File: config.mk
export PLATFORM = sky130hd
export DESIGN_NAME = param_updown_counter
export DESIGN_NICKNAME = d
export VERILOG_FILES = /design/src/rtl/param_updown_counter.sv
export SDC_FILE = /design/constraint.sdc
export NUM_CORES = 1
export LEC_CHECK = 0
export CAP_MARGIN = 40
export CORE_AREA = 2 2 63 65
export CTS_CLUSTER_DIAMETER = 80
export CTS_CLUSTER_SIZE = 25
export DETAILED_ROUTE_END_ITERATION = 8
export DIE_AREA = 0 0 65 67
export PLACE_DENSITY = 0.93
export SLEW_MARGIN = 20
export SYNTH_ARGS = -nofsm -noshare
export SYNTH_HDL_FRONTEND = slang
export SYNTH_SLANG_ARGS = --single-unit
File: constraint.sdc
create_clock -name clk -period 6.4 [get_ports clk]
set_input_delay 1.28 -clock clk [delete_from_list [all_inputs] [get_ports clk]]
set_output_delay 1.28 -clock clk [all_outputs]
set_load 0.01 [all_outputs]
File: src/rtl/param_updown_counter.sv
// Parameterised up/down counter with wrap, saturate, one-shot and ping-pong modes.
// All outputs are registered; step arithmetic is carried one bit wider than the count.
module param_updown_counter #(
    parameter int unsigned WIDTH = 14,
    parameter int unsigned CMIN  = 0,
    parameter int unsigned CMAX  = 100,
    parameter int unsigned STEP  = 1
) (
    input  logic             clk,
    input  logic             rst,
    input  logic             en,
    input  logic             clr,
    input  logic             load,
    input  logic [WIDTH-1:0] data_in,
    input  logic             up_down,
    input  logic [1:0]       mode,
    output logic [WIDTH-1:0] count,
    output logic             dir,
    output logic             tc,
    output logic             done
);

    localparam int unsigned XW = WIDTH + 1;
    localparam logic [XW-1:0] MIN_X      = XW'(CMIN);
    localparam logic [XW-1:0] MAX_X      = XW'(CMAX);
    localparam logic [XW-1:0] STEP_X     = XW'(STEP);
    localparam logic [XW-1:0] MIN_STEP_X = XW'(CMIN + STEP);

    localparam logic [1:0] MODE_WRAP    = 2'b00;
    localparam logic [1:0] MODE_ONESHOT = 2'b10;
    localparam logic [1:0] MODE_PING    = 2'b11;

    logic [WIDTH-1:0] count_n;
    logic             dir_n;
    logic             tc_n;
    logic             done_n;

    logic [XW-1:0] count_x;
    logic [XW-1:0] data_x;
    logic [XW-1:0] up_sum;
    logic [XW-1:0] stepped;
    logic [XW-1:0] clamped;
    logic          step_up;
    logic          over;
    logic          under;
    logic          limit;
    logic          wrap_mode;
    logic          ping_mode;
    logic          frozen;
    logic          dir_reload;

    // Step datapath, limit detection and next-state selection.
    always_comb begin
        count_x    = {1'b0, count};
        data_x     = {1'b0, data_in};
        wrap_mode  = (mode == MODE_WRAP);
        ping_mode  = (mode == MODE_PING);
        frozen     = (mode == MODE_ONESHOT) && done;
        step_up    = ping_mode ? dir : up_down;
        dir_reload = ping_mode ? 1'b1 : up_down;
        up_sum     = count_x + STEP_X;
        over       = (up_sum > MAX_X);
        under      = (count_x < MIN_STEP_X);

        if (step_up) begin
            stepped = over ? (wrap_mode ? MIN_X : MAX_X) : up_sum;
        end else begin
            stepped = under ? (wrap_mode ? MAX_X : MIN_X) : (count_x - STEP_X);
        end

        // Saturating modes only flag arrival at the limit, not dwelling on it.
        if (wrap_mode) begin
            limit = step_up ? over : under;
        end else if (step_up) begin
            limit = (stepped == MAX_X) && (count_x != MAX_X);
        end else begin
            limit = (stepped == MIN_X) && (count_x != MIN_X);
        end

        if (data_x < MIN_X) begin
            clamped = MIN_X;
        end else if (data_x > MAX_X) begin
            clamped = MAX_X;
        end else begin
            clamped = data_x;
        end

        count_n = count;
        dir_n   = ping_mode ? dir : up_down;
        tc_n    = 1'b0;
        done_n  = (mode == MODE_ONESHOT) ? done : 1'b0;

        if (clr) begin
            count_n = WIDTH'(MIN_X);
            dir_n   = dir_reload;
            done_n  = 1'b0;
        end else if (load) begin
            count_n = WIDTH'(clamped);
            dir_n   = dir_reload;
            done_n  = 1'b0;
        end else if (en && !frozen) begin
            count_n = WIDTH'(stepped);
            tc_n    = limit;
            if (limit && (mode == MODE_ONESHOT)) begin
                done_n = 1'b1;
            end
            if (limit && ping_mode) begin
                dir_n = ~dir;
            end
        end
    end

    // State register.
    always_ff @(posedge clk or negedge rst) begin
        if (!rst) begin
            count <= WIDTH'(CMIN);
            dir   <= 1'b1;
            tc    <= 1'b0;
            done  <= 1'b0;
        end else begin
            count <= count_n;
            dir   <= dir_n;
            tc    <= tc_n;
            done  <= done_n;
        end
    end

endmodule

==> results.tsv <==
stage	metric	value	unit
run_status	status	finished, final reports clean	
sta	hold_violations	0	
layout	drive_gt1_share	9.689	%
pwr	p_total	401.8	µW
die	start_util	55.76	%
sta	worst_pin_slew	0.7986	ns
sta	rsz0062_at_grt	false	
synthesis	syn_area	2011	µm²
job	maxCapViolations	0	
synthesis	synth-main-ff-cell	dfrtp_1	
layout	nNetsFinal	316	
clock_tree	cts_setup_buffers	0	
clock_tree	insertion_delay	0.26	ns
die	fp-row-count	22	
sta	finalSetupTns	0	ns
synthesis	ys_seq_elements	17	
clock_tree	ctsHoldBuffers	0	
synthesis	synthSimpleGateAreaFrac	32.05	%
sta	slew_violations	0	
layout	finalNonFillerCells	337	
synthesis	synth-compound-area-share	29.37	%
detailed_routing	drt_iter0_drc	196	
sta	relSlewSlack	46.27	%
clock_tree	post_cts_resized	0	
clock_tree	clk_pin_slew	0.07	ns
detailed_routing	dr.pass1.iters	4	
synthesis	synth-edff-count	0	
layout	fillCellCount	329	
detailed_routing	ant_nets	0	
die	ios	39	
detailed_routing	wl	5848	µm
detailed_routing	via_count	2159	
global_routing	grt_max_degree	18	
sta	holdWs	0.6077	ns
layout	n_antenna_cell	0	
pwr	pwr-share-comb	44.5	%
sta	fin_crit_sh	58.49	%
global_routing	grt_pass1_wl	9611	µm
place	dpl.hpwl	4400	µm
synthesis	synthesis.nets	287	
synthesis	ys_seq_area_share	21.22	%
setup_path	cp.arrival	3.93	ns
synthesis	muxShareOfSynthArea	2.054	%
clock_tree	cts_tree	done	
detailed_routing	via_per_inst	6.407	
sta	max_freq	267.2	MHz
synthesis	yosysUniqueCellTypes	72	
die	core	3606	µm²
sta	skew	0.005257	ns
pwr	p_sw	162.1	µW
synthesis	synth_xor_area_share	4.356	%
pwr	clkPwrFrac	21.2	%
synthesis	syn_area_per_cell	7.704	µm²
global_routing	antenna_found_initial	0	
die	die_y	67	µm
layout	finalInstanceArea	2399	µm²
pwr	ir_drop	0.0001221	V
sta	setup_ws	2.657	ns
pwr	p_leak	0.9006	nW
clock_tree	cts-buffers-inserted	3	
layout	utilization	66.52	%
setup_path	worstPathRequired	6.59	ns
detailed_routing	wire_per_inst	17.35	µm
die	dieArea	4355	µm²
clock_tree	cts.htree.levels	1	
sta	setup_viol	0	
layout	seq_area	426.7	µm²
place	post_dp_cell_area	2337	µm²
synthesis	synthArstFlopShare	100.0	%
global_routing	grt_usage	28.43	%
worst_hold_path	hp-class	reg -> reg	
clock_tree	clock_path_buffers	2	
clock_tree	cts_sinks	17	
clock_tree	clock-root-buffer	clkbuf_8	
global_routing	grt_pass1_vias	1930	
detailed_routing	drc	0	
synthesis	yosysTopAreaCell	dfrtp_1	
die	die_w	65	µm
layout	area_growth	19.29	%
setup_path	cp-start-kind	primary input	
synthesis	synth_top_family_by_area	simple AND/OR/NAND/NOR gates	
pwr	internal_power	239.7	µW
pwr	pwr-share-seq	34.3	%
synthesis	synth_top_area_share	19.91	%
place	gp_congestion	0.9336	
pwr	switching_share	40.34	%
setup_path	worstSetupPathType	in -> reg	
sta	finalCriticalPeriod	3.743	ns
setup_path	cp-end-kind	flip-flop	
place	portBuffers	38	
synthesis	syn_inst	261	
synthesis	synth_fa_ha_area_share	2.489	%
setup_path	critPathMaxFanout	9	
place	dp_cells	332	
place	preCtsSetupSlack	2.445	ns
synthesis	yosysWarnings	0	
layout	multi_input_area	1414	µm²
global_routing	grt_overflow	0	
pwr	power_density	167.5	nW/µm²
synthesis	synth_area_leaders	dfrtp_1, nor2_1, a21oi_1	
[flip-flops by register name, indices dropped and copies added (netlist names)]
name and cells:
tc 1, done 1, dir 1, count 14
[cell usage in the layout (no fill, tap or decap), types with 3 or more instances in the layout]
cell,count
nand4_1,4
nor3_1,16
o21ai_0,15
nor4_1,8
o41ai_1,4
o21bai_1,3
a21o_1,3
xnor2_1,8
o31ai_1,7
ha_1,4
nand2_1,22
clkbuf_8,3
inv_1,11
a21oi_1,18
nor2_1,25
o221ai_1,5
clkdlybuf4s50_1,38
nor4b_1,3
nand3_1,7
mux2i_1,3
nor2b_1,4
or3_1,4
dfrtp_1,16
a31oi_1,3
[layer usage]
layer  GRT usage, %  vias up  share of wire [%]
li1               -     1051                  -
met1          40.60      992                 44
met2          45.36      106                 47
met3          3.378       10                7.8
met4          7.181        0                1.2
met5              0        -                  0
[power by group through the flow]
stage	sequential (mW)	combinational (mW)	clock, mW
6_report	0.138	0.179	0.0851
5_1_grt	0.140	0.193	0.0946
4_1_cts	0.137	0.175	0.0863
3_5_place_dp	0.139	0.174	0
3_3_place_gp	0.140	0.173	0
2_1_floorplan	0.126	0.132	0
[final timing paths]
kind	startpoint	end	slack [ns]	cells after the start
worst max-delay path	mode[0]	dir	2.66	10
worst min-delay path	done	done	0.61	2
worst max register to register	count[1]	dir	2.75	10
worst min register to register	done	done	0.61	2
max in group asynchronous	rst	dir	4.65	2
min in group asynchronous	rst	count[12]	1.27	1
[critical path: stages]
cell             delay [ns]
clkdlybuf4s50_1        0.49
nand2_1                0.20
mux2_2                 0.43
nor2_1                 0.45
nor2_1                 0.20
o21ai_0                0.20
o21bai_1               0.08
and4bb_1               0.34
o21ai_2                0.11
o211ai_2               0.17
[synthesized netlist by cell type (5+ instances only)]
master and count:
nor4_1 8, o221ai_1 5, clkbuf_1 9, nor2_1 25
o21ai_0 15, o31ai_1 7, inv_1 11, nand3_1 7
dfrtp_1 16, nand2_1 22, xnor2_1 8, a21oi_1 18
nor3_1 16
[cell families after synthesis]
logic type / after synthesis
simple gates: 115
compound gates: 83
buf+inv: 28
flops: 17
xor+xnor: 10
mux: 4
fa+ha+maj: 4
[area by class of cell]
| type | instances | area share [%] |
|---|---|---|
| Tap cell | 48 | 2.504 |
| Multi-Input combinational cell | 216 | 58.95 |
| Clock inverter | 1 | 0.2087 |
| Timing Repair Buffer | 41 | 17.11 |
| Sequential cell | 17 | 17.79 |
| Inverter | 11 | 1.721 |
| Clock buffer | 3 | 1.721 |
No activity file was read; power rests on OpenSTA's default activity.
==> RTL change, RTL diff (config.mk and constraints unchanged) <==
The parameter `CMAX` goes from 100 to 50.
--- a/src/rtl/param_updown_counter.sv
+++ b/src/rtl/param_updown_counter.sv
@@ -5,3 +5,3 @@
     parameter int unsigned CMIN  = 0,
-    parameter int unsigned CMAX  = 100,
+    parameter int unsigned CMAX  = 50,
     parameter int unsigned STEP  = 1
Behaviour: not the same (Yosys sat finds a counterexample within 4 cycles, from zero or initial values and one cycle with rst low).
==> RTL change against the unedited design <==
  * Sequential power decreased by 9%
  * Total power fell by 14%
  * Wire length is 4.2% lower
  * Combinational power shrank 22%
  * Maximum frequency is 4.5% lower
  * Sequential cell count stayed put
  * Design area is 3.3% lower
  * Hold slack worse by 0.041 ns
  * First-iteration DRC count fell by 1.5%
  * Area after synthesis shrank 4.3%
  * Setup slack lost 0.18 ns
  * Via count down 3.9%
==> RTL change: results (changes against the unedited design) <==
Clocking
  • CTS clk-pin slew, worst paths: 0.07 ns (about the same)
  • Clk Latency, worst-skew pair: 0.26 ns (about the same)
  • Longest Clk Path Bufs: 2 (unchanged)
  • Post-CTS setup buffers: 0 (unchanged)

Logic synthesis
  • Synth warn: 0 (unchanged)
  • Syn nets: 274 (-4.5%)
  • Synth cell count leaders: nor2_1 (26), nand2_1 (21), a21oi_1 (18)
  • Syn avg cell area: 7.79 um2 (+1.1%)
  • Synth area leaders: dfrtp_1 (21%), nor2_1 (5.1%), a21oi_1 (4.7%)
  • Synth unique cells: 71 (-1.4%)
  • Seq/Total Area, Yosys: 0.222 (+0.00952)

Power and ir drop
  • Peak supply drop: 0.101 mV (-17%)
  • P_leak: 0.865 nW (-4.0%)

Placed design
  • Hpwl dp: 4120 um (-6.4%)
  • Port Buffers: 38 (unchanged)
  • Placed cell area: 2260 um2 (-3.4%)
  • Routability congestion estimate: 0.963 (+3.1%)
  • Dpl cells: 314 (-5.4%)
  • DP Worst Slack: 2.52 ns (+0.0720 ns)

Final layout
  • NumNets Final: 299 (-5.4%)
  • Number of antenna repair diodes: 0 (unchanged)
  • Biggest register: count
  • Layout cells sized above 1: 0.107 (+0.0101)
  • Max reg flops: 14 (unchanged)

Setup path
  • R2R cell count: 12 (+2)
  • WP data arrival: 4.11 ns (+0.18 ns)
  • Worst r2r src: count[0]
  • Max FO, Critical Path: 16 (+7)
  • R2r endpoint: dir

Global route
  • Vias in the first global route: 1926 (-0.21%)
  • Largest net degree at the start of global routing: 18 (unchanged)
  • Global-route wire length before repair: 9280 um (-3.4%)
  • GRT Total Usage: 0.275 (-0.00929)
  • Initial antenna violation count: 0 (unchanged)

Routing
  • Vias per cell: 6.50 (+1.5%)
  • Vias: 2074 (-3.9%)
  • Total wire length: 5600 um (-4.2%)
  • DRT Pass-1 Iters: 5 (+1)
  • 1st-iter DRT viols: 193 (-1.5%)

Worst hold path
  • Hold path startpoint: done
  • Hold worst-path end: done
  • Hold WC Path Type: flop to flop
  • Hold depth: 1 (-1)

STA
  • Max Clock Skew: 0.00502 ns (-0.000237 ns)
  • Hold WS: 0.567 ns (-0.0409 ns)
  • Worst slew margin: 0.579 (+0.116)

Run status
  • Outcome: complete, no violations
RTL change: changes by cell type after synthesis, moves of 3 or more:
cell and change:
o41ai_1 -3, a31oi_1 +4, o21ai_0 -4, o221ai_1 -5
a211oi_1 +4, nor3_1 -3, inv_1 -8, buf_2 +4
o31ai_1 -7
RTL change: cell type report:
cell class | instances | area, um2
timing repair buffer | 39 | 395
multi-input combinational | 206 | 1370
clock buffer | 4 | 45.0
tap | 48 | 60.1
sequential | 17 | 427
inverter | 5 | 18.8
fill | 306 | 1290
RTL change: kinds of logic (layout without fill, tap and decap cells):
| logic type | Yosys count | in the layout | synth area share |
|---|---|---|---|
| adders and majority gates | 5 | 5 | 0.0325 |
| buffers and inverters | 24 | 48 | 0.0650 |
| muxes | 5 | 5 | 0.0267 |
| xor gates and xnor gates | 9 | 9 | 0.0410 |
| and+or+nand+nor | 111 | 111 | 0.327 |
| AOI/OAI and AO/OA | 76 | 76 | 0.286 |
| DFF | 17 | 17 | 0.222 |
RTL change: report_power, final:
group	total [mW]	switching (mW)	internal (mW)
Combinational	0.139	0.0759	0.0626
Clock	0.0818	0.0376	0.0443
Sequential	0.126	0.0150	0.111
RTL change: worst max path at each step:
stage | depth (start not counted) | slack [ns] | startpoint | to
finish | 12 | 2.48 | count[0] | dir
global route | 12 | 2.34 | count[0] | dir
CTS | 12 | 2.58 | count[0] | dir
detailed placement | 10 | 2.52 | mode[0] | dir
global placement | 10 | 2.56 | mode[0] | dir
floorplan | 9 | 3.21 | mode[0] | dir
RTL change: routing by layer:
| metal | part of all wire | vias to the layer above | wire length [um] | track usage |
|---|---|---|---|---|
| met2 | 0.47 | 107 | 2660 | 0.442 |
| met1 | 0.43 | 971 | 2420 | 0.377 |
| met5 | 0 | - | 0 | 0 |
| li1 | - | 984 | - | - |
| met4 | 0.018 | 0 | 102 | 0.106 |
| met3 | 0.076 | 12 | 427 | 0.0304 |
RTL change: critical path, stage by stage (launching register included):
cell,delay [ns]
dfrtp_1,0.75
inv_1,0.20
ha_1,0.40
nor2b_1,0.18
o311a_1,0.28
o22a_1,0.22
a311oi_4,0.44
nand4_1,0.34
o211ai_2,0.28
mux2i_1,0.37
o21ai_2,0.12
xnor2_1,0.13
a21oi_1,0.14
